File: src/rtl/tl_ul_arb2_if.sv
// Single-beat TL-UL A/D channel bundle. SW sets the source ID width, so the
// tagged downstream side can be one bit wider than the upstream ports.
interface tl_ul_arb2_if #(parameter int SW = 2);
  logic          a_valid;
  logic          a_ready;
  logic [2:0]    a_opcode;
  logic [2:0]    a_param;
  logic [1:0]    a_size;
  logic [SW-1:0] a_source;
  logic [31:0]   a_address;
  logic [3:0]    a_mask;
  logic [31:0]   a_data;
  logic          d_valid;
  logic          d_ready;
  logic [2:0]    d_opcode;
  logic [1:0]    d_size;
  logic [SW-1:0] d_source;
  logic [31:0]   d_data;
  logic          d_error;

  modport master (
    output a_valid, a_opcode, a_param, a_size, a_source, a_address, a_mask, a_data,
    input  a_ready,
    input  d_valid, d_opcode, d_size, d_source, d_data, d_error,
    output d_ready
  );

  modport slave (
    input  a_valid, a_opcode, a_param, a_size, a_source, a_address, a_mask, a_data,
    output a_ready,
    output d_valid, d_opcode, d_size, d_source, d_data, d_error,
    input  d_ready
  );
endinterface

File: src/rtl/tl_ul_arb2.sv
// Two-master TL-UL arbiter: round-robin A grant with stall lock, source tagging,
// D routing by tag bit and a per-master outstanding-request throttle.
module tl_ul_arb2_thr #(
  parameter int MAX_OUT = 4,
  parameter int CW      = 3
) (
  input  logic clock,
  input  logic reset,
  input  logic a_valid,
  input  logic inc,
  input  logic dec,
  output logic elig,
  output logic unexp
);
  logic [CW-1:0] cnt;

  assign elig  = a_valid && (cnt < CW'(MAX_OUT));
  assign unexp = dec && (cnt == '0);

  always_ff @(posedge clock or posedge reset) begin
    if (reset)                          cnt <= '0;
    else if (inc && !dec)               cnt <= cnt + 1'b1;
    else if (dec && !inc && cnt != '0)  cnt <= cnt - 1'b1;
  end
endmodule

module tl_ul_arb2 #(
  parameter int SRC_W   = 2,
  parameter int MAX_OUT = 4
) (
  input  logic          clock,
  input  logic          reset,
  tl_ul_arb2_if.slave   m0,
  tl_ul_arb2_if.slave   m1,
  tl_ul_arb2_if.master  s,
  output logic          err_unexp_d
);
  localparam int NUM_M = 2;
  localparam int CW    = $clog2(MAX_OUT + 1);

  typedef struct packed {
    logic [2:0]       opcode;
    logic [2:0]       param;
    logic [1:0]       size;
    logic [SRC_W-1:0] source;
    logic [31:0]      address;
    logic [3:0]       mask;
    logic [31:0]      data;
  } a_req_t;

  a_req_t [NUM_M-1:0] req;
  logic   [NUM_M-1:0] a_valid, elig, inc, dec, unexp;
  logic               prio, lock, lock_sel, sel, a_fire, d_fire, r;

  assign req[0]  = {m0.a_opcode, m0.a_param, m0.a_size, m0.a_source,
                    m0.a_address, m0.a_mask, m0.a_data};
  assign req[1]  = {m1.a_opcode, m1.a_param, m1.a_size, m1.a_source,
                    m1.a_address, m1.a_mask, m1.a_data};
  assign a_valid = {m1.a_valid, m0.a_valid};

  // A stalled grant stays with its master until it fires, regardless of prio.
  always_comb begin
    sel = prio;
    if (lock)              sel = lock_sel;
    else if (&elig)        sel = prio;
    else                   sel = elig[1];
  end

  assign s.a_valid   = elig[sel];
  assign a_fire      = s.a_valid & s.a_ready;
  assign s.a_opcode  = req[sel].opcode;
  assign s.a_param   = req[sel].param;
  assign s.a_size    = req[sel].size;
  assign s.a_source  = {sel, req[sel].source};
  assign s.a_address = req[sel].address;
  assign s.a_mask    = req[sel].mask;
  assign s.a_data    = req[sel].data;
  assign m0.a_ready  = s.a_ready & elig[0] & ~sel;
  assign m1.a_ready  = s.a_ready & elig[1] &  sel;

  // D side: the tag bit picks the master, payload is broadcast.
  assign r          = s.d_source[SRC_W];
  assign m0.d_valid = s.d_valid & ~r;
  assign m1.d_valid = s.d_valid &  r;
  assign s.d_ready  = r ? m1.d_ready : m0.d_ready;
  assign d_fire     = s.d_valid & s.d_ready;

  assign m0.d_opcode = s.d_opcode;
  assign m0.d_size   = s.d_size;
  assign m0.d_source = s.d_source[SRC_W-1:0];
  assign m0.d_data   = s.d_data;
  assign m0.d_error  = s.d_error;
  assign m1.d_opcode = s.d_opcode;
  assign m1.d_size   = s.d_size;
  assign m1.d_source = s.d_source[SRC_W-1:0];
  assign m1.d_data   = s.d_data;
  assign m1.d_error  = s.d_error;

  for (genvar g = 0; g < NUM_M; g++) begin : g_thr
    assign inc[g] = a_fire & (sel == 1'(g));
    assign dec[g] = d_fire & (r == 1'(g));
    tl_ul_arb2_thr #(.MAX_OUT(MAX_OUT), .CW(CW)) u_thr (
      .clock   (clock),
      .reset   (reset),
      .a_valid (a_valid[g]),
      .inc     (inc[g]),
      .dec     (dec[g]),
      .elig    (elig[g]),
      .unexp   (unexp[g])
    );
  end

  always_ff @(posedge clock or posedge reset) begin
    if (reset) begin
      prio        <= 1'b0;
      lock        <= 1'b0;
      lock_sel    <= 1'b0;
      err_unexp_d <= 1'b0;
    end else begin
      if (a_fire) prio <= ~sel;
      if (s.a_valid && !s.a_ready) begin
        lock     <= 1'b1;
        lock_sel <= sel;
      end else if (a_fire) begin
        lock     <= 1'b0;
      end
      if (|unexp) err_unexp_d <= 1'b1;
    end
  end
endmodule

File: src/flat_wrapper.sv
// flat-port wrapper written by rule: the top's interface ports become plain ports
module tl_ul_arb2_flat 
#(
  parameter int SRC_W   = 2,
  parameter int MAX_OUT = 4
)
  (clock, reset, err_unexp_d, m0_a_valid, m0_a_opcode, m0_a_param, m0_a_size, m0_a_source, m0_a_address, m0_a_mask, m0_a_data, m0_a_ready, m0_d_valid, m0_d_opcode, m0_d_size, m0_d_source, m0_d_data, m0_d_error, m0_d_ready, m1_a_valid, m1_a_opcode, m1_a_param, m1_a_size, m1_a_source, m1_a_address, m1_a_mask, m1_a_data, m1_a_ready, m1_d_valid, m1_d_opcode, m1_d_size, m1_d_source, m1_d_data, m1_d_error, m1_d_ready, s_a_valid, s_a_opcode, s_a_param, s_a_size, s_a_source, s_a_address, s_a_mask, s_a_data, s_a_ready, s_d_valid, s_d_opcode, s_d_size, s_d_source, s_d_data, s_d_error, s_d_ready);
  tl_ul_arb2_if #(.SW(SRC_W)) m0_i ();
  tl_ul_arb2_if #(.SW(SRC_W)) m1_i ();
  tl_ul_arb2_if #(.SW(SRC_W + 1)) s_i ();
  input  logic clock;
  input  logic reset;
  output logic err_unexp_d;
  input wire logic [$bits(m0_i.a_valid)-1:0] m0_a_valid;
  input wire logic [$bits(m0_i.a_opcode)-1:0] m0_a_opcode;
  input wire logic [$bits(m0_i.a_param)-1:0] m0_a_param;
  input wire logic [$bits(m0_i.a_size)-1:0] m0_a_size;
  input wire logic [$bits(m0_i.a_source)-1:0] m0_a_source;
  input wire logic [$bits(m0_i.a_address)-1:0] m0_a_address;
  input wire logic [$bits(m0_i.a_mask)-1:0] m0_a_mask;
  input wire logic [$bits(m0_i.a_data)-1:0] m0_a_data;
  output wire logic [$bits(m0_i.a_ready)-1:0] m0_a_ready;
  output wire logic [$bits(m0_i.d_valid)-1:0] m0_d_valid;
  output wire logic [$bits(m0_i.d_opcode)-1:0] m0_d_opcode;
  output wire logic [$bits(m0_i.d_size)-1:0] m0_d_size;
  output wire logic [$bits(m0_i.d_source)-1:0] m0_d_source;
  output wire logic [$bits(m0_i.d_data)-1:0] m0_d_data;
  output wire logic [$bits(m0_i.d_error)-1:0] m0_d_error;
  input wire logic [$bits(m0_i.d_ready)-1:0] m0_d_ready;
  input wire logic [$bits(m1_i.a_valid)-1:0] m1_a_valid;
  input wire logic [$bits(m1_i.a_opcode)-1:0] m1_a_opcode;
  input wire logic [$bits(m1_i.a_param)-1:0] m1_a_param;
  input wire logic [$bits(m1_i.a_size)-1:0] m1_a_size;
  input wire logic [$bits(m1_i.a_source)-1:0] m1_a_source;
  input wire logic [$bits(m1_i.a_address)-1:0] m1_a_address;
  input wire logic [$bits(m1_i.a_mask)-1:0] m1_a_mask;
  input wire logic [$bits(m1_i.a_data)-1:0] m1_a_data;
  output wire logic [$bits(m1_i.a_ready)-1:0] m1_a_ready;
  output wire logic [$bits(m1_i.d_valid)-1:0] m1_d_valid;
  output wire logic [$bits(m1_i.d_opcode)-1:0] m1_d_opcode;
  output wire logic [$bits(m1_i.d_size)-1:0] m1_d_size;
  output wire logic [$bits(m1_i.d_source)-1:0] m1_d_source;
  output wire logic [$bits(m1_i.d_data)-1:0] m1_d_data;
  output wire logic [$bits(m1_i.d_error)-1:0] m1_d_error;
  input wire logic [$bits(m1_i.d_ready)-1:0] m1_d_ready;
  output wire logic [$bits(s_i.a_valid)-1:0] s_a_valid;
  output wire logic [$bits(s_i.a_opcode)-1:0] s_a_opcode;
  output wire logic [$bits(s_i.a_param)-1:0] s_a_param;
  output wire logic [$bits(s_i.a_size)-1:0] s_a_size;
  output wire logic [$bits(s_i.a_source)-1:0] s_a_source;
  output wire logic [$bits(s_i.a_address)-1:0] s_a_address;
  output wire logic [$bits(s_i.a_mask)-1:0] s_a_mask;
  output wire logic [$bits(s_i.a_data)-1:0] s_a_data;
  input wire logic [$bits(s_i.a_ready)-1:0] s_a_ready;
  input wire logic [$bits(s_i.d_valid)-1:0] s_d_valid;
  input wire logic [$bits(s_i.d_opcode)-1:0] s_d_opcode;
  input wire logic [$bits(s_i.d_size)-1:0] s_d_size;
  input wire logic [$bits(s_i.d_source)-1:0] s_d_source;
  input wire logic [$bits(s_i.d_data)-1:0] s_d_data;
  input wire logic [$bits(s_i.d_error)-1:0] s_d_error;
  output wire logic [$bits(s_i.d_ready)-1:0] s_d_ready;
  assign m0_i.a_valid = m0_a_valid;
  assign m0_i.a_opcode = m0_a_opcode;
  assign m0_i.a_param = m0_a_param;
  assign m0_i.a_size = m0_a_size;
  assign m0_i.a_source = m0_a_source;
  assign m0_i.a_address = m0_a_address;
  assign m0_i.a_mask = m0_a_mask;
  assign m0_i.a_data = m0_a_data;
  assign m0_a_ready = m0_i.a_ready;
  assign m0_d_valid = m0_i.d_valid;
  assign m0_d_opcode = m0_i.d_opcode;
  assign m0_d_size = m0_i.d_size;
  assign m0_d_source = m0_i.d_source;
  assign m0_d_data = m0_i.d_data;
  assign m0_d_error = m0_i.d_error;
  assign m0_i.d_ready = m0_d_ready;
  assign m1_i.a_valid = m1_a_valid;
  assign m1_i.a_opcode = m1_a_opcode;
  assign m1_i.a_param = m1_a_param;
  assign m1_i.a_size = m1_a_size;
  assign m1_i.a_source = m1_a_source;
  assign m1_i.a_address = m1_a_address;
  assign m1_i.a_mask = m1_a_mask;
  assign m1_i.a_data = m1_a_data;
  assign m1_a_ready = m1_i.a_ready;
  assign m1_d_valid = m1_i.d_valid;
  assign m1_d_opcode = m1_i.d_opcode;
  assign m1_d_size = m1_i.d_size;
  assign m1_d_source = m1_i.d_source;
  assign m1_d_data = m1_i.d_data;
  assign m1_d_error = m1_i.d_error;
  assign m1_i.d_ready = m1_d_ready;
  assign s_a_valid = s_i.a_valid;
  assign s_a_opcode = s_i.a_opcode;
  assign s_a_param = s_i.a_param;
  assign s_a_size = s_i.a_size;
  assign s_a_source = s_i.a_source;
  assign s_a_address = s_i.a_address;
  assign s_a_mask = s_i.a_mask;
  assign s_a_data = s_i.a_data;
  assign s_i.a_ready = s_a_ready;
  assign s_i.d_valid = s_d_valid;
  assign s_i.d_opcode = s_d_opcode;
  assign s_i.d_size = s_d_size;
  assign s_i.d_source = s_d_source;
  assign s_i.d_data = s_d_data;
  assign s_i.d_error = s_d_error;
  assign s_d_ready = s_i.d_ready;
  tl_ul_arb2 #(.SRC_W(SRC_W), .MAX_OUT(MAX_OUT)) u_core (.clock(clock), .reset(reset), .m0(m0_i), .m1(m1_i), .s(s_i), .err_unexp_d(err_unexp_d));
endmodule
File: config.mk
export PLATFORM = sky130hd
export DESIGN_NAME = tl_ul_arb2_flat
export DESIGN_NICKNAME = d
export VERILOG_FILES = /design/src/rtl/tl_ul_arb2_if.sv /design/src/rtl/tl_ul_arb2.sv /design/src/flat_wrapper.sv
export SDC_FILE = /design/constraint.sdc
export NUM_CORES = 1
export LEC_CHECK = 0
export BUFFER_PORTS_ARGS = -buffer_cell sky130_fd_sc_hd__buf_4
export CAP_MARGIN = 5
export CELL_PAD_IN_SITES_DETAIL_PLACEMENT = 0
export CELL_PAD_IN_SITES_GLOBAL_PLACEMENT = 1
export CORE_AREA = 8 8 137 139
export CTS_CLUSTER_SIZE = 8
export DETAILED_ROUTE_END_ITERATION = 16
export DIE_AREA = 0 0 145 147
export HOLD_SLACK_MARGIN = 0.12
export PLACE_DENSITY = 0.7
export SETUP_SLACK_MARGIN = 0.3
export SYNTH_ARGS = -nofsm -noshare
export SYNTH_HDL_FRONTEND = slang
export SYNTH_SLANG_ARGS = --single-unit
File: constraint.sdc
create_clock -name clock -period 3.5 [get_ports clock]
set_input_delay 0.175 -clock clock [delete_from_list [all_inputs] [get_ports clock]]
set_output_delay 0.175 -clock clock [all_outputs]
set_load 0.05 [all_outputs]
After elaboration in Yosys (flattened, before gate mapping):

Cells that the tools add are included.
W data, S select, Z words.

* register bits after elaboration: 10
* input bits: 205
* output and inout bits: 166
* word-level logic and storage cells: 65

* $add $sub $neg: 4
* magnitude comparators: 3
* mux-type cells: 13
* bitwise gates (word level): 14
* reductions and logical operators: 25

Operator list (count)
* $mux W78: 2
* $and A1 B1 Y1: 12
* $mux W3: 4
* $logic_and A1 B1 Y1: 11
* $mux W1: 7
* $add A3 B1 Y3 const B: 2
* $logic_not A3 Y1: 2
* $lt A3 B3 Y1 const B: 2
* $reduce_bool A2 Y1: 3
* $reduce_bool A3 Y1: 2
* $sub A3 B1 Y3 const B: 2
* $logic_not A1 Y1: 5
* $lt A1 B2 Y1 const B: 1
* $not A1 Y1: 2
* $reduce_and A2 Y1: 1
* $reduce_or A2 Y1: 1

Depth between registers and ports, before layout:

* depth after elaboration: 14
* depth in mapped cells: 7
* gate-level depth less buffers: 7

By module:

From an unflattened synthesis, not the netlist that was laid out.

* cells, all modules: 252
* area, all modules: 2601.2 um^2

By module, submodules not included
* tl_ul_arb2: times used 1, cells each 202, area each 2153.3 um^2, seq. area each 100.1 um^2
* tl_ul_arb2_thr: times used 2, cells each 25, area each 224.0 um^2, seq. area each 75.1 um^2

Worst setup path after synthesis:

No wires, ideal clock.

* kind: register to register
* start point: reg u_core.g_thr[1].u_thr.cnt[2]
* end point: reg u_core.g_thr[1].u_thr.cnt[2]
* library setup time: 0.089 ns
* arrival: 2.780 ns
* required time: 3.411 ns
* slack: 0.632 ns
* stages on the path, launching flop included: 7
* buffers on the path: 0
* clock period less this slack: 2.868 ns
* path through: dfrtp_1 > nand3b_1 > a221oi_2 > nand2_1 > fa_1 > or4_1 > o211ai_1

* cells in the longest elaborated chain, start to end: 13
* elaborated cells on any way between the ends: 19
* those cells by class: 2 x add/sub; 1 x order compare; 6 x mux; 2 x bitwise; 8 x reduce/logical

RTL lines
* from (decl): RTL line tl_ul_arb2.sv:15 `logic [CW-1:0] cnt;`
* from (signal assigned): RTL line tl_ul_arb2.sv:22 `else if (inc && !dec) cnt <= cnt + 1'b1;`
* from (signal assigned): RTL line tl_ul_arb2.sv:23 `else if (dec && !inc && cnt != '0) cnt <= cnt - 1'b1;`
* $lt A3 B3 Y1: RTL line tl_ul_arb2.sv:17 `assign elig = a_valid && (cnt < CW'(MAX_OUT));`
* $logic_and A1 B1 Y1: RTL line tl_ul_arb2.sv:17
* $reduce_and A2 Y1: RTL line tl_ul_arb2.sv:65 `else if (&elig) sel = prio;`
* $mux W1: RTL line tl_ul_arb2.sv:65
* $mux W1: RTL line tl_ul_arb2.sv:64 `if (lock) sel = lock_sel;`
* $mux W1 (implied by the code) (2 in a row): RTL line tl_ul_arb2.sv:69 `assign s.a_valid = elig[sel];`
* $and A1 B1 Y1: RTL line tl_ul_arb2.sv:70 `assign a_fire = s.a_valid & s.a_ready;`
* $and A1 B1 Y1: RTL line tl_ul_arb2.sv:100 `assign inc[g] = a_fire & (sel == 1'(g));`
* $logic_not A1 Y1: RTL line tl_ul_arb2.sv:23
* $logic_and A1 B1 Y1 (2 in a row): RTL line tl_ul_arb2.sv:23
* $reduce_bool A2 Y1 (no source line)

Several ways; a longest one is shown, not always the timed one. The select of a mux whose other input is x is not followed.
A chain may end at the register's enable or synchronous reset.

Worst setup path in the final report:

Same ends and word-level chain as after synthesis.

==> impl_metrics.json <==
{
  "ys_seq_elements": 10,
  "drc": 0,
  "synth_top_cell_by_area": "mux2_2",
  "hpwlAfterDp_um": 11300,
  "netlist_top_cells_area": "mux2_2, buf_4, dfrtp_1",
  "cp-end-kind": "register",
  "antenna_cells": 0,
  "drv_slew": 0,
  "io_buffers": 250,
  "cts_buffer_depth": 2,
  "die_w_um": 145,
  "row_count": 48,
  "root_buffer": "clkbuf_16",
  "synth_cells": 251,
  "ant_nets": 0,
  "max_cap_violations": 0,
  "initial_core_util": 0.138,
  "cts-htree-levels": 1,
  "worst_pin_slew_ps": 614,
  "ys_top_cells_by_count": "buf_4, mux2_2, nor2_1",
  "crit_fanout": 9,
  "p_leak_nw": 1.89,
  "syn_nets": 458,
  "ctsResizeCount": 0,
  "p_comb_frac": 0.881,
  "ys_seq_area_frac": 0.109,
  "min_from": "s_a_ready",
  "wl_um": 12700,
  "drive_above_1_share": 0.820,
  "coreArea_sq_um": 16800,
  "yosysWarnings": 0,
  "critPathKind": "reg -> reg",
  "grt_overflow": 0,
  "synth_top_area_share": 0.352,
  "fin_worst_skew_ps": 2.13,
  "nets": 626,
  "max_clock_freq_ghz": 0.401,
  "cp.required_ps": 3650,
  "finalSetupTns_ps": 0,
  "p_clk_frac": 0.051,
  "viasPerCell": 3.78,
  "synth_cell_types": 35,
  "drt_first_pass_iters": 4,
  "cts_buffers": 3,
  "postSynth.asyncResetShare": 1.00,
  "intPower_mw": 1.54,
  "power_density_nw_per_um2": 986,
  "hold_viol": 0,
  "syn_to_final_growth_pct": 69.5,
  "syn_area_sq_um": 2310,
  "insertion_delay_ps": 230,
  "setup_viol": 0,
  "status": "complete, no violations",
  "cp_data_arrival_time_ps": 2640,
  "cts_sinks": 10,
  "grt_pass1_vias": 2644,
  "vias": 2425,
  "period_minus_slack_ps": 2490,
  "peakVddDrop_mv": 0.373,
  "synth_top_flop_cell": "dfrtp_1",
  "relSlewSlack": 0.591,
  "cp-startpoint": "u_core.g_thr[1].u_thr.cnt[2]",
  "place.gp.congestion": 0.898,
  "die-height_um": 147,
  "hold_ws_ps": 181,
  "hold_class": "in -> reg",
  "antenna_found_initial": 0,
  "dieArea_sq_um": 21300,
  "cp-start-kind": "register",
  "grt_max_degree": 41,
  "yosysMostFrequentCell": "buf_4",
  "r2r_start": "u_core.g_thr[1].u_thr.cnt[2]",
  "clk_pin_slew_ps": 40,
  "cts_tree": "built",
  "drt_iter0_markers": 48,
  "grt_use_total": 0.110,
  "switching_share": 0.600,
  "seqPwrFrac": 0.068,
  "synth_area_per_cell_sq_um": 9.19,
  "synth_edf_count": 0,
  "pin_count": 371,
  "p_sw_mw": 2.31,
  "finalCritPeriodShare": 0.713,
  "rsz0062_at_grt": "false",
  "grt_pass1_wl_um": 18200,
  "wl_per_cell_um": 19.7
}
-- sequential cells by signal (all words and copies together), names as in the netlist --
name / cells
u_core.lock: 1
u_core.lock_sel: 1
u_core.prio: 1
u_core.err_unexp_d: 1
u_core.g_thr.u_thr.cnt: 6
-- area by class of cell --
class | count | area [sq um]
timing repair buffer | 253 | 1900
multi-input combinational | 146 | 1380
inverter | 5 | 18.8
fill | 1839 | 12800
clock buffer | 3 | 75.1
tap | 225 | 282
sequential | 10 | 250
-- repair_timing --
action / in CTS / in global routing
endpoints found under the hold margin: 10 / 0
buffers inserted: 0 / 0
hold buffers: 1 / 0
-- cells by family after synthesis --
logic type / share of synthesized area
buf+inv: 0.295
flops: 0.109
fa+ha+maj: 0.0174
xor+xnor: 0.00760
simple gates: 0.0944
compound gates: 0.0673
mux: 0.410
-- placed cells by master, fill, tap and decap left out, types with 3 or more instances in the layout --
master,n
a21oi_1,4
buf_4,252
clkbuf_16,3
dfrtp_1,10
inv_1,5
mux2_2,72
mux2_4,9
nand2_1,8
nand3_1,3
nor2_1,12
o211ai_1,3
o21ai_0,5
-- final timing paths --
check / endpoint / slack (ps) / depth (start not counted)
worst max-delay path: u_core.g_thr[1].u_thr.cnt[2] / 1010 / 6
min in group asynchronous: u_core.g_thr[0].u_thr.cnt[1] / 500 / 3
worst min-delay path: u_core.prio / 180 / 2
worst min register to register: u_core.err_unexp_d / 480 / 1
max in group asynchronous: u_core.prio / 2710 / 3
worst max register to register: u_core.g_thr[1].u_thr.cnt[2] / 1010 / 6
-- critical path, cell delays in order, from the launching register on --
cell      delay, ps
dfrtp_1         450
nand3b_1        220
a221oi_2        490
nand2_1         150
fa_1            420
or4_1           510
o211ai_1        170
-- per-layer routing --
layer  global-route usage  share of wire  up-vias
met1                0.130           0.42     1081
met5                    0              0        -
met2                0.183           0.47      215
met3               0.0511           0.11        2
met4               0.0116         0.0013        0
li1                     -              -     1127
-- power by group through the flow --
stage               logic, mW  clock network (mW)  registers, mW
finish                   3.39               0.197          0.262
global route             3.54               0.213          0.275
CTS                      3.43               0.202          0.262
detailed placement       3.42                   0          0.263
global placement         3.39                   0          0.256
floorplan                2.67                   0          0.261
-- through the flow --
step	utilization	total power, mW	cells	cell area, sq um	worst slack (ps)
floorplan	-	2.93	251	2310	632
global placement	0.228	3.65	638	3820	1050
detailed placement	0.228	3.68	638	3820	1010
CTS	0.233	3.90	642	3910	992
global route	0.233	4.03	642	3910	836
finish	0.233	3.85	642	3910	1010
Note: power is estimated with default switching activity, not from simulation.
